==> src/rtl/mem_io_bridge_if.sv <==
// Bus bundle between the CPU datapath, the load/store bridge, data RAM and IO.
// The bridge uses the slave view; the core/memory environment uses the master view.
interface mem_io_bridge_if #(
   parameter int IO_CHANNELS = 4
);
   // CPU request / response
   logic                       req_valid;
   logic                       req_write;
   logic [1:0]                 req_size;
   logic                       req_unsigned;
   logic [31:0]                addr_in;
   logic [31:0]                wdata_in;
   logic                       busy;
   logic                       done;
   logic                       err;
   logic [31:0]                rdata_out;

   // Synchronous data RAM port
   logic                       mem_en;
   logic                       mem_we;
   logic [3:0]                 mem_be;
   logic [31:0]                mem_addr;
   logic [31:0]                mem_wdata;
   logic [31:0]                mem_rdata;

   // Memory-mapped IO channels
   logic [IO_CHANNELS-1:0]     io_sel;
   logic                       io_rd;
   logic                       io_we;
   logic [15:0]                io_wdata;
   logic [16*IO_CHANNELS-1:0]  io_rdata;

   modport slave (
      input  req_valid, req_write, req_size, req_unsigned, addr_in, wdata_in,
      input  mem_rdata, io_rdata,
      output busy, done, err, rdata_out,
      output mem_en, mem_we, mem_be, mem_addr, mem_wdata,
      output io_sel, io_rd, io_we, io_wdata
   );

   modport master (
      output req_valid, req_write, req_size, req_unsigned, addr_in, wdata_in,
      output mem_rdata, io_rdata,
      input  busy, done, err, rdata_out,
      input  mem_en, mem_we, mem_be, mem_addr, mem_wdata,
      input  io_sel, io_rd, io_we, io_wdata
   );
endinterface

==> src/rtl/mem_io_bridge.sv <==
// Registered load/store bridge: decodes each CPU access to data RAM or one of
// IO_CHANNELS IO windows, steers byte/half/word lanes, sign/zero-extends loads
// and holds the core with busy until a one-cycle done pulse.
module mem_io_bridge #(
   parameter int          IO_CHANNELS    = 4,
   parameter logic [31:0] IO_BASE        = 32'hFFFF_FC00,
   parameter int          IO_STRIDE_LOG2 = 4,
   parameter int          IO_WAIT        = 1
) (
   input  logic           clk,
   input  logic           rst_n,
   mem_io_bridge_if.slave bus
);

   typedef enum logic [2:0] {
      S_IDLE,
      S_ACCESS,
      S_MEM_RESP,
      S_IO_HOLD,
      S_FINISH
   } state_e;

   state_e state_q, state_d;

   // Registered outputs
   logic                   busy_q, busy_d;
   logic                   done_q, done_d;
   logic                   err_q, err_d;
   logic [31:0]            rdata_q, rdata_d;
   logic                   mem_en_q, mem_en_d;
   logic                   mem_we_q, mem_we_d;
   logic [3:0]             mem_be_q, mem_be_d;
   logic [31:0]            mem_addr_q, mem_addr_d;
   logic [31:0]            mem_wdata_q, mem_wdata_d;
   logic [IO_CHANNELS-1:0] io_sel_q, io_sel_d;
   logic                   io_rd_q, io_rd_d;
   logic                   io_we_q, io_we_d;
   logic [15:0]            io_wdata_q, io_wdata_d;

   // Latched request and access bookkeeping
   logic                   write_q, write_d;
   logic [1:0]             size_q, size_d;
   logic                   uns_q, uns_d;
   logic [1:0]             lane_q, lane_d;
   logic                   is_io_q, is_io_d;
   logic                   rej_q, rej_d;
   logic [3:0]             wait_q, wait_d;
   logic [31:0]            data_q, data_d;

   // Request decode
   logic [31:0]            ch_idx;
   logic                   req_is_io;
   logic                   misalign;
   logic                   req_err;
   logic [3:0]             req_be;
   logic [31:0]            req_wdata;
   logic [IO_CHANNELS-1:0] req_sel;

   // Load data paths
   logic [7:0]             byte_v;
   logic [15:0]            half_v;
   logic [31:0]            mem_load_val;
   logic [15:0]            io_word;
   logic [31:0]            io_load_val;

   // Decode the incoming request: target, legality, byte enables and store lanes.
   always_comb begin
      ch_idx    = (bus.addr_in - IO_BASE) >> IO_STRIDE_LOG2;
      req_is_io = (bus.addr_in >= IO_BASE);

      case (bus.req_size)
         2'b00:   misalign = 1'b0;
         2'b01:   misalign = bus.addr_in[0];
         2'b10:   misalign = |bus.addr_in[1:0];
         default: misalign = 1'b1;
      endcase
      req_err = misalign | (req_is_io & (ch_idx >= 32'(IO_CHANNELS)));

      // Size 11 is rejected above, so it never reaches the strobes.
      case (bus.req_size)
         2'b00: begin
            req_be    = 4'b0001 << bus.addr_in[1:0];
            req_wdata = {4{bus.wdata_in[7:0]}};
         end
         2'b01: begin
            req_be    = 4'b0011 << bus.addr_in[1:0];
            req_wdata = {2{bus.wdata_in[15:0]}};
         end
         default: begin
            req_be    = 4'hF;
            req_wdata = bus.wdata_in;
         end
      endcase

      req_sel = '0;
      for (int k = 0; k < IO_CHANNELS; k++) begin
         req_sel[k] = (ch_idx == 32'(k));
      end
   end

   // Extract and extend the addressed RAM lane; IO data is always zero-extended.
   always_comb begin
      case (lane_q)
         2'd0:    byte_v = bus.mem_rdata[7:0];
         2'd1:    byte_v = bus.mem_rdata[15:8];
         2'd2:    byte_v = bus.mem_rdata[23:16];
         default: byte_v = bus.mem_rdata[31:24];
      endcase
      half_v = lane_q[1] ? bus.mem_rdata[31:16] : bus.mem_rdata[15:0];

      case (size_q)
         2'b00:   mem_load_val = uns_q ? {24'h0, byte_v} : {{24{byte_v[7]}}, byte_v};
         2'b01:   mem_load_val = uns_q ? {16'h0, half_v} : {{16{half_v[15]}}, half_v};
         default: mem_load_val = bus.mem_rdata;
      endcase

      io_word = '0;
      for (int k = 0; k < IO_CHANNELS; k++) begin
         if (io_sel_q[k]) io_word = io_word | bus.io_rdata[16*k +: 16];
      end
      io_load_val = {16'h0, io_word};
   end

   // Next-state and next-output logic of the access sequencer.
   always_comb begin
      // NOTE: every _d gets a default first so no path leaves a variable
      // unassigned, which would otherwise infer a latch.
      state_d     = state_q;
      done_d      = 1'b0;
      err_d       = 1'b0;
      rdata_d     = rdata_q;
      mem_en_d    = mem_en_q;
      mem_we_d    = mem_we_q;
      mem_be_d    = mem_be_q;
      mem_addr_d  = mem_addr_q;
      mem_wdata_d = mem_wdata_q;
      io_sel_d    = io_sel_q;
      io_rd_d     = io_rd_q;
      io_we_d     = io_we_q;
      io_wdata_d  = io_wdata_q;
      write_d     = write_q;
      size_d      = size_q;
      uns_d       = uns_q;
      lane_d      = lane_q;
      is_io_d     = is_io_q;
      rej_d       = rej_q;
      wait_d      = wait_q;
      data_d      = data_q;

      case (state_q)
         S_IDLE: begin
            if (bus.req_valid) begin
               write_d = bus.req_write;
               size_d  = bus.req_size;
               uns_d   = bus.req_unsigned;
               lane_d  = bus.addr_in[1:0];
               is_io_d = req_is_io;
               rej_d   = req_err;
               if (req_err) begin
                  state_d = S_FINISH;
               end else begin
                  // Strobes are registered, so they rise together with ACCESS.
                  state_d = S_ACCESS;
                  if (req_is_io) begin
                     io_sel_d   = req_sel;
                     io_rd_d    = ~bus.req_write;
                     io_we_d    = bus.req_write;
                     io_wdata_d = bus.wdata_in[15:0];
                  end else begin
                     mem_en_d    = 1'b1;
                     mem_we_d    = bus.req_write;
                     mem_be_d    = req_be;
                     mem_addr_d  = {bus.addr_in[31:2], 2'b00};
                     mem_wdata_d = req_wdata;
                  end
               end
            end
         end

         S_ACCESS: begin
            if (is_io_q) begin
               if (IO_WAIT > 0) begin
                  state_d = S_IO_HOLD;
                  wait_d  = 4'(IO_WAIT - 1);
               end else begin
                  state_d    = S_FINISH;
                  data_d     = io_load_val;
                  io_sel_d   = '0;
                  io_rd_d    = 1'b0;
                  io_we_d    = 1'b0;
                  io_wdata_d = '0;
               end
            end else begin
               state_d     = write_q ? S_FINISH : S_MEM_RESP;
               mem_en_d    = 1'b0;
               mem_we_d    = 1'b0;
               mem_be_d    = '0;
               mem_addr_d  = '0;
               mem_wdata_d = '0;
            end
         end

         S_IO_HOLD: begin
            if (wait_q == 4'd0) begin
               // Last strobe cycle: sample the selected channel now.
               state_d    = S_FINISH;
               data_d     = io_load_val;
               io_sel_d   = '0;
               io_rd_d    = 1'b0;
               io_we_d    = 1'b0;
               io_wdata_d = '0;
            end else begin
               wait_d = wait_q - 4'd1;
            end
         end

         S_MEM_RESP: begin
            state_d = S_FINISH;
            data_d  = mem_load_val;
         end

         S_FINISH: begin
            state_d = S_IDLE;
            done_d  = 1'b1;
            err_d   = rej_q;
            if (!write_q && !rej_q) rdata_d = data_q;
         end

         default: state_d = S_IDLE;
      endcase

      busy_d = (state_d != S_IDLE);
   end

   // FSM state register with synchronous active-low reset.
   always_ff @(posedge clk) begin
      // NOTE: non-blocking assignments make every flop sample the pre-edge
      // values, so register order inside the block cannot change behaviour.
      if (!rst_n) state_q <= S_IDLE;
      else        state_q <= state_d;
   end

   // Output and request registers; reset clears every output and aborts an access.
   always_ff @(posedge clk) begin
      if (!rst_n) begin
         busy_q      <= 1'b0;
         done_q      <= 1'b0;
         err_q       <= 1'b0;
         rdata_q     <= '0;
         mem_en_q    <= 1'b0;
         mem_we_q    <= 1'b0;
         mem_be_q    <= '0;
         mem_addr_q  <= '0;
         mem_wdata_q <= '0;
         io_sel_q    <= '0;
         io_rd_q     <= 1'b0;
         io_we_q     <= 1'b0;
         io_wdata_q  <= '0;
         write_q     <= 1'b0;
         size_q      <= '0;
         uns_q       <= 1'b0;
         lane_q      <= '0;
         is_io_q     <= 1'b0;
         rej_q       <= 1'b0;
         wait_q      <= '0;
         data_q      <= '0;
      end else begin
         busy_q      <= busy_d;
         done_q      <= done_d;
         err_q       <= err_d;
         rdata_q     <= rdata_d;
         mem_en_q    <= mem_en_d;
         mem_we_q    <= mem_we_d;
         mem_be_q    <= mem_be_d;
         mem_addr_q  <= mem_addr_d;
         mem_wdata_q <= mem_wdata_d;
         io_sel_q    <= io_sel_d;
         io_rd_q     <= io_rd_d;
         io_we_q     <= io_we_d;
         io_wdata_q  <= io_wdata_d;
         write_q     <= write_d;
         size_q      <= size_d;
         uns_q       <= uns_d;
         lane_q      <= lane_d;
         is_io_q     <= is_io_d;
         rej_q       <= rej_d;
         wait_q      <= wait_d;
         data_q      <= data_d;
      end
   end

   assign bus.busy      = busy_q;
   assign bus.done      = done_q;
   assign bus.err       = err_q;
   assign bus.rdata_out = rdata_q;
   assign bus.mem_en    = mem_en_q;
   assign bus.mem_we    = mem_we_q;
   assign bus.mem_be    = mem_be_q;
   assign bus.mem_addr  = mem_addr_q;
   assign bus.mem_wdata = mem_wdata_q;
   assign bus.io_sel    = io_sel_q;
   assign bus.io_rd     = io_rd_q;
   assign bus.io_we     = io_we_q;
   assign bus.io_wdata  = io_wdata_q;

endmodule

==> src/flat_wrapper.sv <==
// flat-port wrapper written by rule: the top's interface ports become plain ports
module mem_io_bridge_flat 
#(
   parameter int          IO_CHANNELS    = 4,
   parameter logic [31:0] IO_BASE        = 32'hFFFF_FC00,
   parameter int          IO_STRIDE_LOG2 = 4,
   parameter int          IO_WAIT        = 1
)
  (clk, rst_n, bus_req_valid, bus_req_write, bus_req_size, bus_req_unsigned, bus_addr_in, bus_wdata_in, bus_mem_rdata, bus_io_rdata, bus_busy, bus_done, bus_err, bus_rdata_out, bus_mem_en, bus_mem_we, bus_mem_be, bus_mem_addr, bus_mem_wdata, bus_io_sel, bus_io_rd, bus_io_we, bus_io_wdata);
  mem_io_bridge_if #(.IO_CHANNELS(IO_CHANNELS)) bus_i ();
  input  logic clk;
  input  logic rst_n;
  input wire logic [$bits(bus_i.req_valid)-1:0] bus_req_valid;
  input wire logic [$bits(bus_i.req_write)-1:0] bus_req_write;
  input wire logic [$bits(bus_i.req_size)-1:0] bus_req_size;
  input wire logic [$bits(bus_i.req_unsigned)-1:0] bus_req_unsigned;
  input wire logic [$bits(bus_i.addr_in)-1:0] bus_addr_in;
  input wire logic [$bits(bus_i.wdata_in)-1:0] bus_wdata_in;
  input wire logic [$bits(bus_i.mem_rdata)-1:0] bus_mem_rdata;
  input wire logic [$bits(bus_i.io_rdata)-1:0] bus_io_rdata;
  output wire logic [$bits(bus_i.busy)-1:0] bus_busy;
  output wire logic [$bits(bus_i.done)-1:0] bus_done;
  output wire logic [$bits(bus_i.err)-1:0] bus_err;
  output wire logic [$bits(bus_i.rdata_out)-1:0] bus_rdata_out;
  output wire logic [$bits(bus_i.mem_en)-1:0] bus_mem_en;
  output wire logic [$bits(bus_i.mem_we)-1:0] bus_mem_we;
  output wire logic [$bits(bus_i.mem_be)-1:0] bus_mem_be;
  output wire logic [$bits(bus_i.mem_addr)-1:0] bus_mem_addr;
  output wire logic [$bits(bus_i.mem_wdata)-1:0] bus_mem_wdata;
  output wire logic [$bits(bus_i.io_sel)-1:0] bus_io_sel;
  output wire logic [$bits(bus_i.io_rd)-1:0] bus_io_rd;
  output wire logic [$bits(bus_i.io_we)-1:0] bus_io_we;
  output wire logic [$bits(bus_i.io_wdata)-1:0] bus_io_wdata;
  assign bus_i.req_valid = bus_req_valid;
  assign bus_i.req_write = bus_req_write;
  assign bus_i.req_size = bus_req_size;
  assign bus_i.req_unsigned = bus_req_unsigned;
  assign bus_i.addr_in = bus_addr_in;
  assign bus_i.wdata_in = bus_wdata_in;
  assign bus_i.mem_rdata = bus_mem_rdata;
  assign bus_i.io_rdata = bus_io_rdata;
  assign bus_busy = bus_i.busy;
  assign bus_done = bus_i.done;
  assign bus_err = bus_i.err;
  assign bus_rdata_out = bus_i.rdata_out;
  assign bus_mem_en = bus_i.mem_en;
  assign bus_mem_we = bus_i.mem_we;
  assign bus_mem_be = bus_i.mem_be;
  assign bus_mem_addr = bus_i.mem_addr;
  assign bus_mem_wdata = bus_i.mem_wdata;
  assign bus_io_sel = bus_i.io_sel;
  assign bus_io_rd = bus_i.io_rd;
  assign bus_io_we = bus_i.io_we;
  assign bus_io_wdata = bus_i.io_wdata;
  mem_io_bridge #(.IO_CHANNELS(IO_CHANNELS), .IO_BASE(IO_BASE), .IO_STRIDE_LOG2(IO_STRIDE_LOG2), .IO_WAIT(IO_WAIT)) u_core (.clk(clk), .rst_n(rst_n), .bus(bus_i));
endmodule
==> config.mk <==
export PLATFORM = sky130hd
export DESIGN_NAME = mem_io_bridge_flat
export DESIGN_NICKNAME = d
export VERILOG_FILES = /design/src/rtl/mem_io_bridge_if.sv /design/src/rtl/mem_io_bridge.sv /design/src/flat_wrapper.sv
export SDC_FILE = /design/constraint.sdc
export NUM_CORES = 1
export LEC_CHECK = 0
export BUFFER_PORTS_ARGS = -buffer_cell sky130_fd_sc_hd__buf_2
export CAP_MARGIN = 20
export CORE_AREA = 10 10 149 151
export CTS_BUF_LIST = sky130_fd_sc_hd__clkbuf_4 sky130_fd_sc_hd__clkbuf_8 sky130_fd_sc_hd__clkbuf_16
export DETAILED_ROUTE_END_ITERATION = 6
export DIE_AREA = 0 0 159 161
export PLACE_DENSITY = 0.86
export SYNTH_ARGS = -nofsm -noshare
export SYNTH_HDL_FRONTEND = slang
export SYNTH_SLANG_ARGS = --single-unit
==> constraint.sdc <==
create_clock -name clk -period 2.2 [get_ports clk]
set_input_delay 0.11 -clock clk [delete_from_list [all_inputs] [get_ports clk]]
set_output_delay 0.11 -clock clk [all_outputs]
set_load 0.05 [all_outputs]
## Word level (Yosys, flattened, before mapping)

Cells that the tools add are included.

- Magnitude comparators: 2
- Equal/unequal tests: 20
- Mux-type cells: 66
- Shifts and indexed selects: 2
- Reductions and logical operators: 22
- Bitwise logic cells: 6
- Add/subtract/negate cells: 2

Operators with widths:

| kind | number |
|---|---|
| 32-bit 2-to-1 mux | 10 |
| 32-bit case mux with 2 select lines | 5 |
| 16-bit 2-to-1 mux | 9 |
| 28-bit by 2-bit == test with 1-bit output (second input constant) | 2 |
| 16-bit bitwise OR | 3 |
| 4-bit 2-to-1 mux | 10 |
| 32-bit greater-or-equal comparator (second input constant) | 1 |
| 32-bit logical NOT | 1 |
| 16-bit case mux with 2 select lines | 1 |
| 4-bit case mux with 2 select lines | 4 |
| 32-bit subtractor (second input constant) | 1 |
| 28-bit by 1-bit == test with 1-bit output (second input constant) | 1 |
| 28-bit by 3-bit greater-or-equal comparator with 1-bit output (second input constant) | 1 |
| 8-bit case mux with 3 select lines | 1 |
| 1-bit 2-to-1 mux | 15 |
| 3-bit 2-to-1 mux | 5 |
| 3-bit case mux with 4 select lines | 1 |
| 2-bit != test (second input constant) | 5 |
| 5-bit AND reduction | 2 |
| 1-bit case mux with 2 select lines | 4 |
| 2-bit AND reduction | 4 |
| 2-bit nonzero test | 4 |
| 2-bit by 1-bit == test with 1-bit output (second input constant) | 3 |
| 3-bit by 2-bit == test with 1-bit output (second input constant) | 2 |
| other kinds (19) | 25 |

- Logic and storage cells: 142
- Register bits: 174
- Output and inout port bits: 127

## Longest topological paths before layout

Gate-level depths: netlist of run 1.

- Depth after elaboration: 9
- Gate-level depth with buffers: 9
- Mapped depth without buffers: 8

## Worst setup path after synthesis of run 1

OpenSTA, ideal clock, no wires.

- Path kind: flip-flop to flip-flop
- Start point: register u_core.state_q[1]
- End point: register u_core.mem_addr_q[27] (netlist: u_core.bus.mem_addr[27])
- Setup slack: -0.006 ns
- Library setup time: 0.076 ns
- Cell stages (with the launch flop): 9
- Arrival time: 2.130 ns
- Path through: dfxtp_1 > clkbuf_1 > nor4b_1 > clkbuf_1 > o31a_1 > clkbuf_1 > clkbuf_1 > nand3_1 > a21boi_0

- Cells in the longest elaborated chain, start to end: 3
- Elaborated cells on any way between the ends: 9
- Those cells by class: 5 x eq/ne; 1 x mux; 3 x reduce/logical

RTL lines:

| element | line | RTL |
|---|---|---|
| start: declaration | mem_io_bridge.sv:23 | `state_e state_q, state_d;` |
| start signal: assignment | mem_io_bridge.sv:240 | `else state_q <= state_d;` |
| 3-bit by 1-bit == test with 1-bit output / 3-bit logical NOT (equally long branches) | mem_io_bridge.sv:150 | `case (state_q)` |
| 2-bit != test (no source line) / 2-bit nonzero test (equally long branches) | - |  |
| 5-bit AND reduction (no source line) | - |  |
| end signal: assignment | mem_io_bridge.sv:275 | `mem_addr_q <= mem_addr_d;` |
| end: declaration | mem_io_bridge.sv:33 | `logic [31:0] mem_addr_q, mem_addr_d;` |

Parallel ways exist; a longest one is shown, timed or not.
A chain may end at the register's enable or synchronous reset.

## Worst setup path in the final report of run 1

- Start point: input port bus_addr_in[25]
- End point: register u_core.io_sel_q[1] (netlist: u_core.bus.io_sel[1])

- Cells in the longest elaborated chain, start to end: 6
- Elaborated cells on any way between the ends: 13
- Those cells by class: 1 x add/sub; 2 x order compare; 3 x eq/ne; 4 x mux; 2 x bitwise; 1 x reduce/logical

RTL lines:

| element | line | RTL |
|---|---|---|
| start: declaration | flat_wrapper.sv:17 | `input wire logic [$bits(bus_i.addr_in)-1:0] bus_addr_in;` |
| 32-bit subtractor | mem_io_bridge.sv:68 | `ch_idx = (bus.addr_in - IO_BASE) >> IO_STRIDE_LOG2;` |
| 28-bit by 3-bit greater-or-equal comparator with 1-bit output / 28-bit by 1-bit == test with 1-bit output (equally long branches) | mem_io_bridge.sv:77, mem_io_bridge.sv:97 |  |
| 1-bit bitwise AND / 4-bit 2-to-1 mux (equally long branches) | mem_io_bridge.sv:77, mem_io_bridge.sv:164 |  |
| 1-bit bitwise OR / 4-bit 2-to-1 mux (equally long branches) | mem_io_bridge.sv:77, mem_io_bridge.sv:159 |  |
| 2-bit != test (no source line) / 4-bit 2-to-1 mux (equally long branches) | - |  |
| 5-bit AND reduction (no source line) / 4-bit case mux with 2 select lines (equally long branches) | - |  |
| end signal: assignment | mem_io_bridge.sv:277 | `io_sel_q <= io_sel_d;` |
| end: declaration | mem_io_bridge.sv:35 | `logic [IO_CHANNELS-1:0] io_sel_q, io_sel_d;` |

Parallel ways exist; a longest one is shown, timed or not. The select of a mux whose other input is x is not followed.

==> impl_metrics.xml, run 1 <==
<?xml version="1.0" encoding="UTF-8"?>
<metrics>
  <group name="floorplan">
    <metric name="row_count" unit="">51</metric>
    <metric name="placeableCoreArea" unit="mm²">0.0192</metric>
    <metric name="fp.dieH" unit="µm">161</metric>
    <metric name="io-pin-count" unit="">294</metric>
    <metric name="chipWidth" unit="µm">159</metric>
    <metric name="initial_utilization" unit="%">44.0</metric>
    <metric name="die-area" unit="mm²">0.0256</metric>
  </group>
  <group name="routing">
    <metric name="first_iter_violations" unit="">561</metric>
    <metric name="avgRoutedWirePerCell" unit="µm">19.5</metric>
    <metric name="detail_route.first_pass.iterations" unit="">5</metric>
    <metric name="vias" unit="">9158</metric>
    <metric name="drt_wl_total" unit="µm">31400</metric>
    <metric name="drc_errors" unit="">0</metric>
    <metric name="drtAntennaViolNets" unit="">0</metric>
    <metric name="drt-vias-per-instance" unit="">5.69</metric>
  </group>
  <group name="pwr">
    <metric name="cellPowerDensity" unit="mW/mm²">690</metric>
    <metric name="power_frac_clock" unit="%">38.9</metric>
    <metric name="share_seq_of_total_power" unit="%">42.4</metric>
    <metric name="ir_drop" unit="V">0.000536</metric>
    <metric name="switching_power" unit="mW">2.42</metric>
    <metric name="share_comb_of_total_power" unit="%">18.6</metric>
    <metric name="switching_fraction" unit="%">31.2</metric>
    <metric name="cell_internal_pwr" unit="mW">5.35</metric>
    <metric name="p_leak" unit="nW">4.60</metric>
  </group>
  <group name="logic_synthesis">
    <metric name="yosys_warnings" unit="">0</metric>
    <metric name="synthesis.instances" unit="">1036</metric>
    <metric name="synth.distinct_cells" unit="">58</metric>
    <metric name="synthFlopType" unit="">dfxtp_1</metric>
    <metric name="synth-seq-cells" unit="">172</metric>
    <metric name="share_of_async_settable_or_async_resettable_flops_after_synthesis" unit="%">0</metric>
    <metric name="synthDominantAreaCellType" unit="">dfxtp_1</metric>
    <metric name="fraction_of_the_yosys_area_taken_by_sequential_cells" unit="%">40.8</metric>
    <metric name="synth_top_area_share" unit="%">40.8</metric>
    <metric name="syn_avg_cell_area" unit="µm²">8.15</metric>
    <metric name="syn-cell-area" unit="mm²">0.00845</metric>
    <metric name="number_of_enable_type_register_cells_in_the_synthesized_netlist" unit="">0</metric>
    <metric name="ys_top_cells_by_area" unit="">dfxtp_1 (41%), a21boi_0 (11%), nand3_1 (8.4%), nand2_1 (6.7%), clkbuf_1 (3.6%)</metric>
  </group>
  <group name="grt">
    <metric name="global_route.usage.met3" unit="%">7.37</metric>
    <metric name="grt_pass1_vias" unit="">8985</metric>
    <metric name="grt_pass1_wl" unit="µm">49000</metric>
    <metric name="antenna_found_initial" unit="">3</metric>
    <metric name="grt_start_max_net_pins" unit="">101</metric>
    <metric name="total_global_routing_track_utilization" unit="%">23.3</metric>
    <metric name="grt_use_met1" unit="%">28.4</metric>
    <metric name="globalRoute.busiestLayer" unit="">met2</metric>
    <metric name="grt_util_met2" unit="%">38.0</metric>
    <metric name="grt-ovfl-total" unit="">0</metric>
  </group>
  <group name="timing">
    <metric name="layout_worst_path_cycle_share" unit="%">97.3</metric>
    <metric name="slew_headroom" unit="%">52.4</metric>
    <metric name="finalWorstPathRequiredPeriod" unit="ps">2140</metric>
    <metric name="final_max_slew_viol_count" unit="">0</metric>
    <metric name="transition_at_the_pin_with_the_smallest_max_transition_slack" unit="ps">714</metric>
    <metric name="timing_hold_violations_final" unit="">0</metric>
    <metric name="rsz0062_at_grt" unit="">false</metric>
    <metric name="finalClockSkew" unit="ps">11.5</metric>
    <metric name="fmax" unit="GHz">0.467</metric>
    <metric name="setup_total_negative_slack" unit="ps">0</metric>
    <metric name="setup-violations-final" unit="">0</metric>
  </group>
  <group name="setup_path">
    <metric name="path_class" unit="">in2reg</metric>
    <metric name="worstPathRequired" unit="ps">2560</metric>
    <metric name="arrival" unit="ps">2500</metric>
    <metric name="worstPathMaxFanout" unit="">22</metric>
    <metric name="timing.critical_path.from_type" unit="">input pin</metric>
    <metric name="ff2ff_path_depth" unit="">7</metric>
    <metric name="timing.critical_path.to_type" unit="">flop</metric>
  </group>
  <group name="status">
    <metric name="result_of_the_run" unit="">finished, final reports clean</metric>
  </group>
  <group name="placed_design">
    <metric name="port_buffers" unit="">291</metric>
    <metric name="place_inst" unit="">1546</metric>
    <metric name="final_weighted_congestion_of_routability_driven_global_placement" unit="">0.935</metric>
    <metric name="dp_hpwl" unit="µm">23000</metric>
  </group>
  <group name="finish">
    <metric name="layout-area-overhead-vs-synth" unit="%">33.3</metric>
    <metric name="nFillCells" unit="">1729</metric>
    <metric name="layout.cells.non_filler" unit="">1610</metric>
    <metric name="post_route_cells_drive_above_1_share" unit="%">31.1</metric>
    <metric name="nNetsFinal" unit="">1499</metric>
  </group>
  <group name="cts">
    <metric name="clock_path_buffers" unit="">2</metric>
    <metric name="cts_tree" unit="">done</metric>
    <metric name="numCtsBuffers" unit="">17</metric>
    <metric name="post-cts-setup-buffers" unit="">0</metric>
    <metric name="worst_setup_hold_path_clk_slew" unit="ps">70</metric>
    <metric name="clock_latency_at_the_later_pin_of_the_worst_skew_pair" unit="ps">430</metric>
    <metric name="clock-sinks" unit="">172</metric>
    <metric name="buffer_type_at_the_clock_tree_root" unit="">clkbuf_16</metric>
    <metric name="h-tree-depth" unit="">4</metric>
  </group>
  <group name="min_path">
    <metric name="worst_hold_path.num_cells" unit="">3</metric>
    <metric name="timing.hold.worst.class" unit="">in2reg</metric>
  </group>
  <group name="flow_run">
    <metric name="timing.max_cap.violations" unit="">0</metric>
  </group>
</metrics>
## through the flow
step / total power [mW] / cell area (µm²) / setup WS (ps) / util (%) / hold WS (ps)
after global placement: 4.74 / 10400 / -20.9 / 53.9 / 371
after floorplan: 4.22 / 8450 / 3.81 / - / 230
after detailed placement: 4.76 / 10400 / -141 / 53.9 / 378
final: 7.78 / 11300 / 59.6 / 58.6 / 9.72
after global routing: 8.07 / 11300 / 36.3 / 58.6 / 10.3
after CTS: 7.81 / 11300 / 73.8 / 58.6 / 2.00
## path summary, 6_finish.rpt
| check | from | slack [ps] | end |
|---|---|---|---|
| setup reg to reg | u_core.wait_q[0] | 170 | u_core.bus.io_sel[1] |
| hold / removal | bus_addr_in[24] | 10 | u_core.bus.mem_addr[24] |
| setup / recovery | bus_addr_in[25] | 60 | u_core.bus.io_sel[1] |
| hold reg to reg | u_core.data_q[23] | 460 | u_core.bus.rdata_out[23] |
## sequential cells by signal, summed over array words and instances (netlist names), 2 cells and up
name,flops
u_core.bus.mem_wdata,32
u_core.bus.rdata_out,32
u_core.data_q,32
u_core.bus.mem_addr,30
u_core.bus.io_wdata,16
u_core.bus.io_sel,4
u_core.bus.mem_be,4
u_core.wait_q,4
u_core.state_q,3
u_core.lane_q,2
u_core.size_q,2
## what timing repair did
item                                    CTS  global route
endpoints found under the hold margin    34             0
hold buffers                             30             0
endpoints found under the setup margin    1             3
pin swaps                                 0             0
gates cloned                              0             0
resized for setup                         1             1
## power by group through the flow
stage                     logic, mW  registers (mW)  clock network, mW
after floorplan               0.548            3.67                  0
after global placement         1.38            3.36                  0
after detailed placement       1.39            3.37                  0
after CTS                      1.44            3.30               3.08
after global routing           1.56            3.31               3.21
final                          1.45            3.30               3.03
## cell families after synthesis
| family | count (synthesis) | synth area share (%) |
|---|---|---|
| AOI/OAI and AO/OA | 331 | 28.2 |
| xor gates and xnor gates | 5 | 0.518 |
| adders and majority gates | 2 | 0.296 |
| buffers and inverters | 105 | 5.01 |
| DFF | 172 | 40.8 |
| muxes | 27 | 3.60 |
| other | 1 | 0.0444 |
| and+or+nand+nor | 393 | 21.6 |
## per-layer routing
layer  part of all wire (%)  wire (µm)
met1                     40      12700
met2                     47      14800
met3                    9.5       2990
met4                    2.7        848
met5                  0.041         13
## cells in the final DEF (no fill, tap or decap), types with 3 or more instances in the layout
cell	instances
mux2i_1	9
a21oi_1	38
and2_1	6
inv_8	3
or3_1	3
o21ai_0	35
buf_4	41
nor2_1	41
nor4_1	4
a211oi_1	24
and4_1	4
o211ai_1	10
clkbuf_16	17
a21boi_0	127
nor3_1	8
buf_2	290
nand3_1	142
nand2_1	148
inv_1	10
a31oi_1	6
mux2_2	17
a41o_1	4
inv_6	4
xor2_1	3
a22oi_1	32
a21o_1	5
a31o_1	4
o221ai_1	7
nand4_1	3
o32ai_1	7
buf_12	8
nand2b_1	12
a31o_2	15
dfxtp_1	172
nor2b_1	5
dlygate4sd3_1	30
## area by class of cell
| class | instances | area (µm²) | share of cell area [%] |
|---|---|---|---|
| antenna | 2 | 5.00 | 0.0444 |
| clock buffer | 18 | 439 | 3.90 |
| clock inverter | 14 | 153 | 1.36 |
| inverter | 10 | 37.5 | 0.333 |
| multi-input combinational | 760 | 4640 | 41.2 |
| sequential | 172 | 3440 | 30.6 |
| tap | 265 | 332 | 2.94 |
| timing repair buffer | 369 | 2220 | 19.7 |
## cells in the mapped netlist, types with 10 or more instances
cell	count
nand3_1	142
inv_1	10
o211ai_1	10
nor2_1	43
a31o_2	15
a21oi_1	39
nand2_1	150
a22oi_1	32
mux2_2	17
o21ai_0	35
clkbuf_1	81
nand2b_1	12
dfxtp_1	172
a211oi_1	24
a21boi_0	127
## worst max-delay path, stage by stage
cell,delay (ps)
dlygate4sd3_1,540
buf_2,150
inv_1,50
or4_4,560
a2111o_1,490
nor3_4,210
buf_12,190
a41o_1,200
No activity file was read; power rests on OpenSTA's default activity.
==> inputs of run 2 (changes only) <==
Settings changed: PLACE_DENSITY 0.86 to 0.83.
Clock period 2.2 ns to 2.55 ns, I/O delays scaled along.
==> impl_metrics.xml, run 2 (synthesis results as in run 1) <==
<?xml version="1.0" encoding="UTF-8"?>
<metrics>
  <group name="flow_run">
    <metric name="timing.max_cap.violations" unit="">0</metric>
  </group>
  <group name="timing">
    <metric name="final_max_slew_viol_count" unit="">0</metric>
    <metric name="timing_hold_violations_final" unit="">0</metric>
    <metric name="finalClockSkew" unit="ps">10.8</metric>
    <metric name="slew_headroom" unit="%">49.9</metric>
    <metric name="layout_worst_path_cycle_share" unit="%">95.1</metric>
    <metric name="transition_at_the_pin_with_the_smallest_max_transition_slack" unit="ps">750</metric>
    <metric name="finalWorstPathRequiredPeriod" unit="ps">2420</metric>
    <metric name="worst_slack" unit="ps">125</metric>
    <metric name="setup_total_negative_slack" unit="ps">0</metric>
    <metric name="rsz0062_at_grt" unit="">false</metric>
    <metric name="fmax" unit="GHz">0.412</metric>
    <metric name="setup-violations-final" unit="">0</metric>
  </group>
  <group name="placed_design">
    <metric name="final_weighted_congestion_of_routability_driven_global_placement" unit="">0.933</metric>
    <metric name="port_buffers" unit="">291</metric>
    <metric name="dp_hpwl" unit="µm">22600</metric>
    <metric name="post_place_setup_slack" unit="ps">165</metric>
  </group>
  <group name="grt">
    <metric name="grt_pass1_vias" unit="">8823</metric>
    <metric name="total_global_routing_track_utilization" unit="%">23.1</metric>
    <metric name="grt_pass1_wl" unit="µm">48800</metric>
    <metric name="grt-ovfl-total" unit="">0</metric>
    <metric name="grt_start_max_net_pins" unit="">86</metric>
    <metric name="antenna_found_initial" unit="">2</metric>
  </group>
  <group name="floorplan">
    <metric name="fp.dieH" unit="µm">161</metric>
    <metric name="placeableCoreArea" unit="mm²">0.0192</metric>
    <metric name="die-area" unit="mm²">0.0256</metric>
    <metric name="io-pin-count" unit="">294</metric>
    <metric name="initial_utilization" unit="%">44.0</metric>
    <metric name="row_count" unit="">51</metric>
    <metric name="chipWidth" unit="µm">159</metric>
  </group>
  <group name="routing">
    <metric name="drc_errors" unit="">0</metric>
    <metric name="vias" unit="">9059</metric>
    <metric name="drtAntennaViolNets" unit="">0</metric>
    <metric name="detail_route.first_pass.iterations" unit="">7</metric>
    <metric name="first_iter_violations" unit="">610</metric>
    <metric name="drt-vias-per-instance" unit="">5.73</metric>
    <metric name="drt_wl_total" unit="µm">31000</metric>
    <metric name="avgRoutedWirePerCell" unit="µm">19.6</metric>
  </group>
  <group name="finish">
    <metric name="multi_input_comb_area" unit="mm²">0.00464</metric>
    <metric name="nFillCells" unit="">1755</metric>
    <metric name="post_route_cells_drive_above_1_share" unit="%">30.1</metric>
    <metric name="layout-area-overhead-vs-synth" unit="%">30.5</metric>
    <metric name="nNetsFinal" unit="">1470</metric>
    <metric name="final_common_cell" unit="">buf_2</metric>
    <metric name="final-seq-area" unit="mm²">0.00344</metric>
    <metric name="postLayoutCoreUtil" unit="%">57.4</metric>
    <metric name="final_cell_mix" unit="">buf_2 (290), dfxtp_1 (172), nand2_1 (148)</metric>
  </group>
  <group name="min_path">
    <metric name="timing.hold.worst.class" unit="">in2reg</metric>
  </group>
  <group name="setup_path">
    <metric name="worstPathRequired" unit="ps">2860</metric>
    <metric name="timing.critical_path.from_type" unit="">input pin</metric>
    <metric name="worstPathMaxFanout" unit="">23</metric>
    <metric name="arrival" unit="ps">2730</metric>
    <metric name="path_class" unit="">in2reg</metric>
    <metric name="timing.critical_path.to_type" unit="">flop</metric>
  </group>
  <group name="cts">
    <metric name="cts_tree" unit="">done</metric>
    <metric name="clock_path_buffers" unit="">2</metric>
    <metric name="worst_setup_hold_path_clk_slew" unit="ps">60</metric>
    <metric name="post-cts-setup-buffers" unit="">0</metric>
    <metric name="clock_latency_at_the_later_pin_of_the_worst_skew_pair" unit="ps">420</metric>
    <metric name="buffer_type_at_the_clock_tree_root" unit="">clkbuf_16</metric>
    <metric name="h-tree-depth" unit="">4</metric>
    <metric name="clock-sinks" unit="">172</metric>
    <metric name="numCtsBuffers" unit="">17</metric>
  </group>
  <group name="pwr">
    <metric name="share_comb_of_total_power" unit="%">18.1</metric>
    <metric name="switching_power" unit="mW">2.03</metric>
    <metric name="p_leak" unit="nW">4.46</metric>
    <metric name="cell_internal_pwr" unit="mW">4.67</metric>
    <metric name="ir_drop" unit="V">0.000441</metric>
    <metric name="share_seq_of_total_power" unit="%">42.6</metric>
    <metric name="power_frac_clock" unit="%">39.3</metric>
    <metric name="cellPowerDensity" unit="mW/mm²">608</metric>
    <metric name="switching_fraction" unit="%">30.3</metric>
  </group>
  <group name="status">
    <metric name="result_of_the_run" unit="">finished, final reports clean</metric>
  </group>
</metrics>
==> run 2: changes by cell type in the layout (fill, tap and decap cells not counted) <==
cell,previous run,this run
a21oi_2,1,0
buf_4,41,20
nor4_1,4,3
inv_8,3,2
clkinv_8,1,0
a21oi_1,38,39
bufinv_16,1,2
clkinvlp_4,2,3
buf_12,8,7
nor4_2,0,1
dlygate4sd3_1,30,23
clkinv_4,2,1
==> run 2: path summary, 6_finish.rpt <==
kind,to,from,depth (start not counted),slack [ps]
worst max-delay path,u_core.bus.io_wdata[1],bus_addr_in[13],9,130
worst min-delay path,u_core.bus.mem_addr[5],bus_addr_in[5],3,20
worst max register to register,u_core.bus.mem_wdata[19],u_core.state_q[2],6,460
worst min register to register,u_core.bus.rdata_out[19],u_core.bus.rdata_out[19],2,460
==> run 2: through the flow <==
stage / instances / power, mW / area, µm² / hold slack, ps
2_1_floorplan: 1037 / 3.64 / 8450 / 247
3_3_place_gp: 1524 / 4.07 / 10200 / 378
3_5_place_dp: 1524 / 4.08 / 10200 / 380
4_1_cts: 1578 / 6.74 / 11000 / 4.88
5_1_grt: 1579 / 6.97 / 11000 / 15.2
6_report: 1580 / 6.70 / 11000 / 17.2
==> run 2: metal layers <==
layer	share of wire [%]	up-vias	wire, µm	global-route usage [%]
met3	10	51	3130	7.83
met4	1.9	0	594	6.61
met5	0	-	0	0
met1	40	4322	12600	28.4
met2	48	416	14800	37.8
li1	-	4270	-	-
==> run 2: power groups by stage <==
stage	sequential, mW	combinational [mW]	clock (mW)
after CTS	2.85	1.20	2.68
after floorplan	3.17	0.473	0
after global placement	2.91	1.16	0
final	2.85	1.21	2.63
after global routing	2.86	1.30	2.80
after detailed placement	2.91	1.17	0
==> run 2: timing repair <==
action                                  in CTS  in global routing
endpoints found under the hold margin       23                  0
endpoints found under the setup margin       0                 80
hold buffers                                23                  0
resized for setup                            0                  2
==> run 2: layout make-up <==
type,count,area share (%)
well taps,265,3.01
diodes,2,0.0454
flip-flops and latches,172,31.2
clock buffers,18,3.99
clock inverters,13,1.40
multi-input cells,760,42.1
inverters,10,0.341
repair buffers,340,17.9
==> run 2: critical path, cell delays in order <==
cell and delay, ps:
dlygate4sd3_1 530, buf_2 120, and3_1 210, nand4_1 170, or4_4 570, a2111oi_4 430, buf_12 220, a211oi_1 100
a31o_2 240
